[config.mk]
export PLATFORM = sky130hd
export DESIGN_NAME = fnd_scan_ctrl
export DESIGN_NICKNAME = d
export VERILOG_FILES = /design/src/rtl/fnd_pkg.sv /design/src/rtl/bin2bcd_seq.sv /design/src/rtl/fnd_scan_ctrl.sv
export SDC_FILE = /design/constraint.sdc
export NUM_CORES = 1
export LEC_CHECK = 0
export CORE_MARGIN = 2
export CORE_UTILIZATION = 40
export DETAILED_ROUTE_END_ITERATION = 12
export PLACE_DENSITY_LB_ADDON = 0.3
export SLEW_MARGIN = 20
export SYNTH_ARGS = -nofsm -noshare
export SYNTH_HDL_FRONTEND = slang
export SYNTH_HIERARCHICAL = 1
export SYNTH_SLANG_ARGS = --single-unit
[constraint.sdc]
create_clock -name i_clk -period 5.75 [get_ports i_clk]
set_input_delay 1.15 -clock i_clk [delete_from_list [all_inputs] [get_ports i_clk]]
set_output_delay 1.15 -clock i_clk [all_outputs]
set_load 0.02 [all_outputs]
[src/rtl/fnd_pkg.sv]
// Shared constants and helpers for the 4-digit FND scan controller.
package fnd_pkg;

    localparam int FND_DIGITS = 4;
    localparam int BCD_MAX    = 9999;
    localparam logic [FND_DIGITS-1:0] SEL_OFF = '1;

    typedef enum logic {
        CONV_IDLE = 1'b0,
        CONV_RUN  = 1'b1
    } conv_state_t;

    // Scan prescaler terminal count: system clocks per digit dwell.
    function automatic int div_calc(input int clk_hz, input int scan_hz);
        return clk_hz / scan_hz;
    endfunction

endpackage

[src/rtl/bin2bcd_seq.sv]
// Sequential double-dabble: one input bit per cycle, MSB first.
//
//  state     | meaning
//  ----------+------------------------------------------------------
//  CONV_IDLE | waiting for i_start; accumulator holds stale data
//  CONV_RUN  | shifting; r_cnt counts remaining shifts down to 0
//
// o_done pulses in the last RUN cycle with the finished value on o_bcd;
// o_bcd is only meaningful while o_done is high.
module bin2bcd_seq
    import fnd_pkg::*;
#(
    parameter int BIN_W  = 14,
    parameter int DIGITS = FND_DIGITS
) (
    input  logic                  i_clk,
    input  logic                  i_reset,
    input  logic                  i_start,
    input  logic [BIN_W-1:0]      i_bin,
    output logic                  o_busy,
    output logic                  o_done,
    output logic [4*DIGITS-1:0]   o_bcd
);

    localparam int CNT_W = $clog2(BIN_W + 1);

    conv_state_t            r_state;
    conv_state_t            w_state_next;
    logic [BIN_W-1:0]       r_bin;
    logic [4*DIGITS-1:0]    r_bcd;
    logic [CNT_W-1:0]       r_cnt;
    logic [4*DIGITS-1:0]    w_add3;
    logic [4*DIGITS-1:0]    w_bcd_shift;
    logic                   w_last;

    // Add-3 correction on every nibble >= 5, then shift in the next input bit.
    always_comb begin
        w_add3 = r_bcd;
        for (int d = 0; d < DIGITS; d++) begin
            if (r_bcd[4*d +: 4] >= 4'd5) begin
                w_add3[4*d +: 4] = r_bcd[4*d +: 4] + 4'd3;
            end
        end
        w_bcd_shift = {w_add3[4*DIGITS-2:0], r_bin[BIN_W-1]};
    end

    assign w_last = (r_state == CONV_RUN) && (r_cnt == '0);

    // Next-state logic.
    always_comb begin
        w_state_next = r_state;
        case (r_state)
            CONV_IDLE: if (i_start) w_state_next = CONV_RUN;
            CONV_RUN:  if (w_last)  w_state_next = CONV_IDLE;
            default:   w_state_next = CONV_IDLE;
        endcase
    end

    // State register plus shift/accumulate datapath.
    always_ff @(posedge i_clk) begin
        if (i_reset) begin
            r_state <= CONV_IDLE;
            r_bin   <= '0;
            r_bcd   <= '0;
            r_cnt   <= '0;
        end else begin
            r_state <= w_state_next;
            if (r_state == CONV_IDLE) begin
                if (i_start) begin
                    r_bin <= i_bin;
                    r_bcd <= '0;
                    r_cnt <= CNT_W'(BIN_W - 1);
                end
            end else begin
                r_bin <= {r_bin[BIN_W-2:0], 1'b0};
                r_bcd <= w_bcd_shift;
                r_cnt <= r_cnt - 1'b1;
            end
        end
    end

    assign o_busy = (r_state == CONV_RUN);
    assign o_done = w_last;
    assign o_bcd  = w_bcd_shift;

endmodule

[src/rtl/fnd_scan_ctrl.sv]
// Binary-to-BCD front end and time-multiplexed digit scanner for the FND decoder.
// The display register is written only when a conversion finishes; the scan
// prescaler runs freely from reset and is never disturbed by loads.
module fnd_scan_ctrl
    import fnd_pkg::*;
#(
    parameter int CLK_HZ  = 100_000_000,
    parameter int SCAN_HZ = 1_000,
    parameter int DIGITS  = FND_DIGITS,
    parameter int BIN_W   = 14
) (
    input  logic                i_clk,
    input  logic                i_reset,
    input  logic                i_load,
    input  logic [BIN_W-1:0]    i_bin,
    input  logic                i_lz_blank,
    output logic                o_busy,
    output logic [DIGITS-1:0]   o_digit_sel,
    output logic [3:0]          o_bcd,
    output logic                o_blank
);

    localparam int DIV   = div_calc(CLK_HZ, SCAN_HZ);
    localparam int PRE_W = $clog2(DIV);
    localparam int IDX_W = (DIGITS > 1) ? $clog2(DIGITS) : 1;

    logic [PRE_W-1:0]       r_pre;
    logic [IDX_W-1:0]       r_idx;
    logic                   r_guard;
    logic [4*DIGITS-1:0]    r_disp;
    logic [DIGITS-1:0]      r_digit_sel;
    logic [3:0]             r_bcd;
    logic                   r_blank;

    logic [BIN_W-1:0]       w_bin_sat;
    logic                   w_start;
    logic                   w_conv_busy;
    logic                   w_conv_done;
    logic [4*DIGITS-1:0]    w_conv_bcd;
    logic [4*DIGITS-1:0]    w_disp_next;
    logic [3:0]             w_digit;
    logic                   w_upper_zero;
    logic                   w_blank;
    logic [DIGITS-1:0]      w_sel;

    // Clamp out-of-range inputs to the largest displayable value.
    always_comb begin
        w_bin_sat = i_bin;
        if (32'(i_bin) > 32'(BCD_MAX)) begin
            w_bin_sat = BIN_W'(BCD_MAX);
        end
    end

    assign w_start = i_load & ~w_conv_busy;

    bin2bcd_seq #(
        .BIN_W  (BIN_W),
        .DIGITS (DIGITS)
    ) u_bin2bcd (
        .i_clk   (i_clk),
        .i_reset (i_reset),
        .i_start (w_start),
        .i_bin   (w_bin_sat),
        .o_busy  (w_conv_busy),
        .o_done  (w_conv_done),
        .o_bcd   (w_conv_bcd)
    );

    // The finished value is forwarded so it reaches the pins in the same cycle busy drops.
    assign w_disp_next = w_conv_done ? w_conv_bcd : r_disp;

    // Display register: atomic update on conversion completion only.
    always_ff @(posedge i_clk) begin
        if (i_reset) begin
            r_disp <= '0;
        end else if (w_conv_done) begin
            r_disp <= w_conv_bcd;
        end
    end

    // Scan prescaler; each wrap advances the digit index and arms one guard cycle.
    always_ff @(posedge i_clk) begin
        if (i_reset) begin
            r_pre   <= '0;
            r_idx   <= '0;
            r_guard <= 1'b0;
        end else if (r_pre == PRE_W'(DIV - 1)) begin
            r_pre   <= '0;
            r_idx   <= (r_idx == IDX_W'(DIGITS - 1)) ? '0 : r_idx + 1'b1;
            r_guard <= 1'b1;
        end else begin
            r_pre   <= r_pre + 1'b1;
            r_guard <= 1'b0;
        end
    end

    // Select the current nibble and decide leading-zero / guard blanking.
    always_comb begin
        w_digit      = '0;
        w_upper_zero = 1'b1;
        for (int d = 0; d < DIGITS; d++) begin
            if (IDX_W'(d) == r_idx) begin
                w_digit = w_disp_next[4*d +: 4];
            end
            if ((d >= int'(r_idx)) && (w_disp_next[4*d +: 4] != 4'h0)) begin
                w_upper_zero = 1'b0;
            end
        end
        w_blank = r_guard | (i_lz_blank & (r_idx != '0) & w_upper_zero);
        w_sel   = r_guard ? SEL_OFF : ~(DIGITS'(1) << r_idx);
    end

    // Registered pin drivers.
    always_ff @(posedge i_clk) begin
        if (i_reset) begin
            r_digit_sel <= ~DIGITS'(1);
            r_bcd       <= 4'h0;
            r_blank     <= 1'b0;
        end else begin
            r_digit_sel <= w_sel;
            r_bcd       <= w_digit;
            r_blank     <= w_blank;
        end
    end

    assign o_busy      = w_conv_busy;
    assign o_digit_sel = r_digit_sel;
    assign o_bcd       = r_bcd;
    assign o_blank     = r_blank;

endmodule

==> impl_results.md <==
- Status: finished, final reports clean
- Distinct cells, synth: 51
- Setup tns final: 0 ns
- Post-synthesis cell count: 446
- Port Buf Inserts: 27
- Root Driver: clkbuf_8
- CP max FO: 59
- Vias in the first global route: 2,906
- Fin crit share: 0.561
- Number of flops mapped to enable cells by yosys: 0
- Post-CTS Setup Bufs: 0
- Critical Path RT: 4.60 ns
- Final Skew: 0.0158 ns
- Peak VDD IR: 0.000114 V
- Buf/Inv on CP: 1
- Syn_nets: 480
- Wire per inst: 12.8 µm
- Pleak: 1.64 nW
- F_max: 0.310 GHz
- Area Growth Syn to Fin: 13.2%
- CP startpoint kind: flop
- Chip width: 104 µm
- Initial antenna violation count: 0
- Post-synth top area share: 0.403
- CP delay by family, top: flip-flops
- NumNets Final: 495
- Final hold vios: 0
- Clk Latency, worst-skew pair: 0.35 ns
- FILL cells: 964
- CP Data Arrival Time: 2.08 ns
- Slew @ Worst Pin: 0.985 ns
- Largest area contributor in the netlist: dfxtp_1
- Drt via density: 5.11
- Max stage delay cell, worst path: dfxtp_2
- Ys Warns: 6
- Top cells by area, synth: dfxtp_1 (40%), mux2i_1 (8.8%), nor2_1 (7.2%)
- Clock Pin Slew Worst Setup and Hold Paths: 0.09 ns
- Layout cells sized above 1: 0.0794
- First-pass detailed-route iteration total: 7
- Hold Path Class: reg2reg
- Syn Area/Cell: 8.92 µm²
- Crit. End Element: primary output
- Most common cell in the netlist: dfxtp_1
- Sequential fraction of the synthesis area: 0.403
- Initial core utilization: 0.409
- Row cnt: 36
- HPWL Detailed: 5270 µm
- Die ar.: 10,800 µm²
- Initial DRC Count: 135
- Total number of vias: 3,063
- Antenna cells: 0
- Min Tclk post-route: 3.23 ns
- Core Footprint: 9730 µm²
- PD cells: 249 nW/µm²
- Final Core Density: 0.463
- Most used DFF post-synth: dfxtp_1
- Worst R2R Setup Slack: 3.15 ns
- Post-synthesis async set-or-reset flop share: 0
- CTS tree: yes
- ANT nets after route: 0
- Crit path cell chain: clkdlybuf4s50_1
- Rel. slew slack: 0.337
- GPL Wtd Cong: 0.792
- DIE HEIGHT: 104 µm
- Ports: 28
- Final setup vio count: 0
- Post_cts resized: 0
- All-Layer GR Usage: 0.148
- Unrepaired setup endpoints after global routing: false
- Largest net degree at the start of global routing: 64
- # clock sinks: 80
- Post-CTS Hold Fix Bufs: 0
- Total Wirelength: 7690 µm
- DRC errors left: 0
- Worst-case clock buffer depth: 2
- Overall Power: 1.12 mW
- Max_cap viols: 0
- GRT overflow: 0
- Number of CTS-inserted buffers: 9
- Area of the mapped netlist: 3980 µm²
- First-pass GRT wire length: 13,400 µm
- Synth cell count leaders: dfxtp_1 (80), nor2_1 (76), mux2i_1 (35)
- CTS HTree Levels: 3
- Final Slew Violations: 0
- Max incr delay on CP: 0.97 ns
- Synth Register Bits: 80
- CP Class: reg2out
==> report_power, final <==
| group | internal (mW) | switching [mW] |
|---|---|---|
| Clock | 0.205 | 0.218 |
| Combinational | 0.0502 | 0.0568 |
| Sequential | 0.569 | 0.0227 |
| Total | 0.824 | 0.298 |
==> state kept, by name, indices dropped and copies added, names as in the netlist <==
name,cells
r_idx,2
u_bin2bcd/r_bcd,16
r_pre,17
u_bin2bcd/r_cnt,4
o_blank,1
u_bin2bcd/r_bin,14
o_bcd,4
o_digit_sel,4
r_guard,1
r_disp,16
u_bin2bcd/o_busy,1
==> path summary, 6_finish.rpt <==
| path | start | endpoint | cells after the start |
|---|---|---|---|
| worst min-delay path | r_pre[0] | r_pre[0] | 1 |
| worst max-delay path | u_bin2bcd/o_busy | o_busy | 1 |
| worst max register to register | u_bin2bcd/o_busy | o_blank | 7 |
| worst min register to register | r_pre[0] | r_pre[0] | 1 |
==> area by class of cell <==
type / count / area (µm²) / area share
Timing Repair Buffer: 30 / 288 / 0.0639
Tap cell: 133 / 166 / 0.0369
Multi-Input combinational cell: 323 / 2180 / 0.484
Clock buffer: 9 / 124 / 0.0275
Inverter: 17 / 63.8 / 0.0142
Sequential cell: 80 / 1600 / 0.356
Clock inverter: 7 / 81.3 / 0.0181
==> metal layers <==
layer	wire, µm	share of wire	global-route usage	vias to the layer above
li1	-	-	-	1588
met1	3760	0.49	0.194	1423
met2	3620	0.47	0.240	43
met3	199	0.026	0.0258	9
met4	112	0.015	0.0647	0
met5	0	0	0	-
==> kinds of logic after synthesis <==
kind of cell | count (synthesis) | share of synthesized area
AND/OR/NAND/NOR | 181 | 0.242
flip-flops | 80 | 0.403
AO/OA/AOI/OAI | 71 | 0.119
buffers and inverters | 43 | 0.0516
multiplexers | 37 | 0.0947
XOR/XNOR | 18 | 0.0396
adder cells (fa/ha/maj) | 16 | 0.0503
==> layout by cell type (no fill, tap or decap), types with 2 or more instances in the layout <==
cell type	n
o311ai_1	4
and2_1	4
and4bb_2	2
nor3_2	2
inv_1	17
buf_4	3
nor4_1	5
nor2b_1	5
and4_1	2
clkdlybuf4s50_1	26
dfxtp_1	79
nand4_1	4
mux2i_1	35
clkinv_4	4
ha_1	16
o22ai_1	5
nand4b_1	4
a21oi_2	4
xor2_1	6
nor2_1	76
nor3_1	10
nand3_1	9
o31a_1	3
nor3b_1	5
a32o_1	7
clkbuf_8	9
a311oi_1	2
o21ai_0	12
a21oi_1	24
nand2b_1	21
nand2_1	17
a211oi_1	3
or4b_1	4
a221oi_1	3
xnor2_1	12
nand4_2	2
==> through the flow <==
stage	std cells	area [µm²]	hold WS [ns]	setup WS, ns
global placement	583	4300	0.447	2.38
finish	599	4500	0.474	2.52
floorplan	446	3980	0.430	3.35
CTS	599	4500	0.480	2.50
global route	599	4500	0.528	2.35
detailed placement	583	4300	0.459	2.31
No activity file was read; power rests on OpenSTA's default activity.
==> variant (same flow settings) <==
Change the parameter `SCAN_HZ` from 1_000 to 250.
--- a/src/rtl/fnd_scan_ctrl.sv
+++ b/src/rtl/fnd_scan_ctrl.sv
@@ -5,7 +5,7 @@
     import fnd_pkg::*;
 #(
     parameter int CLK_HZ  = 100_000_000,
-    parameter int SCAN_HZ = 1_000,
+    parameter int SCAN_HZ = 250,
     parameter int DIGITS  = FND_DIGITS,
     parameter int BIN_W   = 14
 ) (
Formal check against the unedited RTL: no difference found for any inputs over 10 cycles, from zero or initial values and one cycle with i_reset high; that may be too few to reach the edited logic, so the function may still have changed.
==> variant against the original RTL <==
Area after synthesis is 1.6% higher; sequential cell count is 2 higher; clock skew is 0.0030 ns lower; maximum frequency is 0.78% lower; total power is 2.2% higher; worst setup slack worse by 0.025 ns; critical path type unchanged; final area is 2.0% higher; wire length is 4.1% higher.
==> variant: results <==
{
  "max-slew-margin-rel_pct": 34.9,
  "fin_cells": 616,
  "dp.cells": 600,
  "cts_buffers": 9,
  "crit_path_max_incr_delay_ns": 0.99,
  "drive_above_1_share_pct": 7.25,
  "track_usage_pct": 15.5,
  "cts_resized": 0,
  "synth_area_leaders": "dfxtp_1 41%, mux2i_1 8.7%, nor2_1 7.3%, ha_1 5.0%, xnor2_1 3.2%",
  "drtPass1Iterations": 4,
  "crit_slowest_cell": "dfxtp_2",
  "clockBufferDepth": 2,
  "synth_edf_count": 0,
  "syn-num-nets": 496,
  "clkLatencyLatePin_ns": 0.35,
  "cts.reportedPaths.clkPinSlew_ns": 0.09,
  "reg_top3": "r_pre (19), r_disp (16), u_bin2bcd/r_bcd (16)",
  "cp-start-kind": "register",
  "ys_seq_area_share_pct": 40.6,
  "post_cts_buffers": 0,
  "grt_pass1_wl_um": 14000,
  "peakVddDrop_mv": 0.104,
  "avgSynthCellArea_um2": 8.75,
  "dp_hpwl_um": 5540,
  "drt-initial-drc-count": 89,
  "antenna_found_initial": 0,
  "status": "complete, no violations",
  "hold_class": "reg -> reg",
  "placed_area_um2": 4380,
  "crit_fanout": 59,
  "wirelength_um": 8010,
  "regToRegStartpoint": "u_bin2bcd/o_busy",
  "ys_warn_count": 6,
  "grt_max_degree": 60,
  "cellInternalPower_w": 0.000841,
  "ys_types": 50,
  "portBuffers": 27,
  "gp_congestion": 0.870,
  "p_leak_nw": 1.63,
  "worstHoldStart": "r_pre[0]",
  "async_flop_share_pct": 0,
  "fin_nets": 512,
  "cp_top_family": "flip-flops",
  "synth_commonest_cells": "82 x dfxtp_1, 79 x nor2_1, 35 x mux2i_1",
  "diodes": 0,
  "htree_levels": 3,
  "skew_ns": 0.0128,
  "dr_total_vias": 3212,
  "arrival_ns": 2.10,
  "root_buffer": "clkbuf_8",
  "n_fill_cell": 944,
  "grt_pass1_vias": 3043
}
[variant: cell count changes in the layout (fill, tap and decap cells not counted), sizes merged, moves of 3 or more]
cell / change
o21ai: +3
nor2: +3
nor4: +4
or4: +3
xnor2: +3
clkinv: -4
inv: +6
[variant: metal layers]
metal	share of wire [%]	track usage (%)	vias up
met5	0	0	-
met4	1.3	7.05	0
met3	2.2	3.06	10
met2	47	25.0	27
met1	49	20.1	1520
li1	-	-	1655
[variant: area by class of cell]
| class | instances | share of cell area [%] |
|---|---|---|
| sequential | 82 | 35.8 |
| tap | 133 | 3.62 |
| clock buffer | 9 | 2.70 |
| inverter | 20 | 1.63 |
| timing repair buffer | 30 | 6.26 |
| multi-input combinational | 335 | 48.2 |
| clock inverter | 7 | 1.80 |
[variant: path summary, 6_finish.rpt]
kind,end,slack (ns),depth (start not counted)
min,r_pre[0],0.45,1
max reg2reg,o_bcd[1],3.19,7
max,o_busy,2.50,1
min reg2reg,r_pre[0],0.45,1
[variant: cell families (layout without fill, tap and decap cells)]
group	after synthesis	count (layout)	synth area share [%]
adders and majority gates	16	16	4.95
DFF	82	82	40.6
and+or+nand+nor	188	188	23.8
xor gates and xnor gates	19	19	4.12
muxes	37	37	9.32
buffers and inverters	45	66	4.89
AOI/OAI and AO/OA	75	75	12.3
[variant: metrics by stage]
step                      worst slack (ns)  utilization [%]
final                                 2.50             47.0
after global routing                  2.30             47.0
after CTS                             2.46             47.0
after detailed placement              2.25             44.8
after global placement                2.34             44.8
after floorplan                       3.26                -
[variant: power by group through the flow]
| stage | Sequential, W | Clock [W] | Combinational (W) |
|---|---|---|---|
| finish | 0.000605 | 0.000435 | 0.000107 |
| floorplan | 0.000605 | 0 | 0.0000927 |
| global route | 0.000609 | 0.000477 | 0.000121 |
| detailed placement | 0.000618 | 0 | 0.000108 |
| global placement | 0.000618 | 0 | 0.000105 |
| CTS | 0.000605 | 0.000451 | 0.000108 |
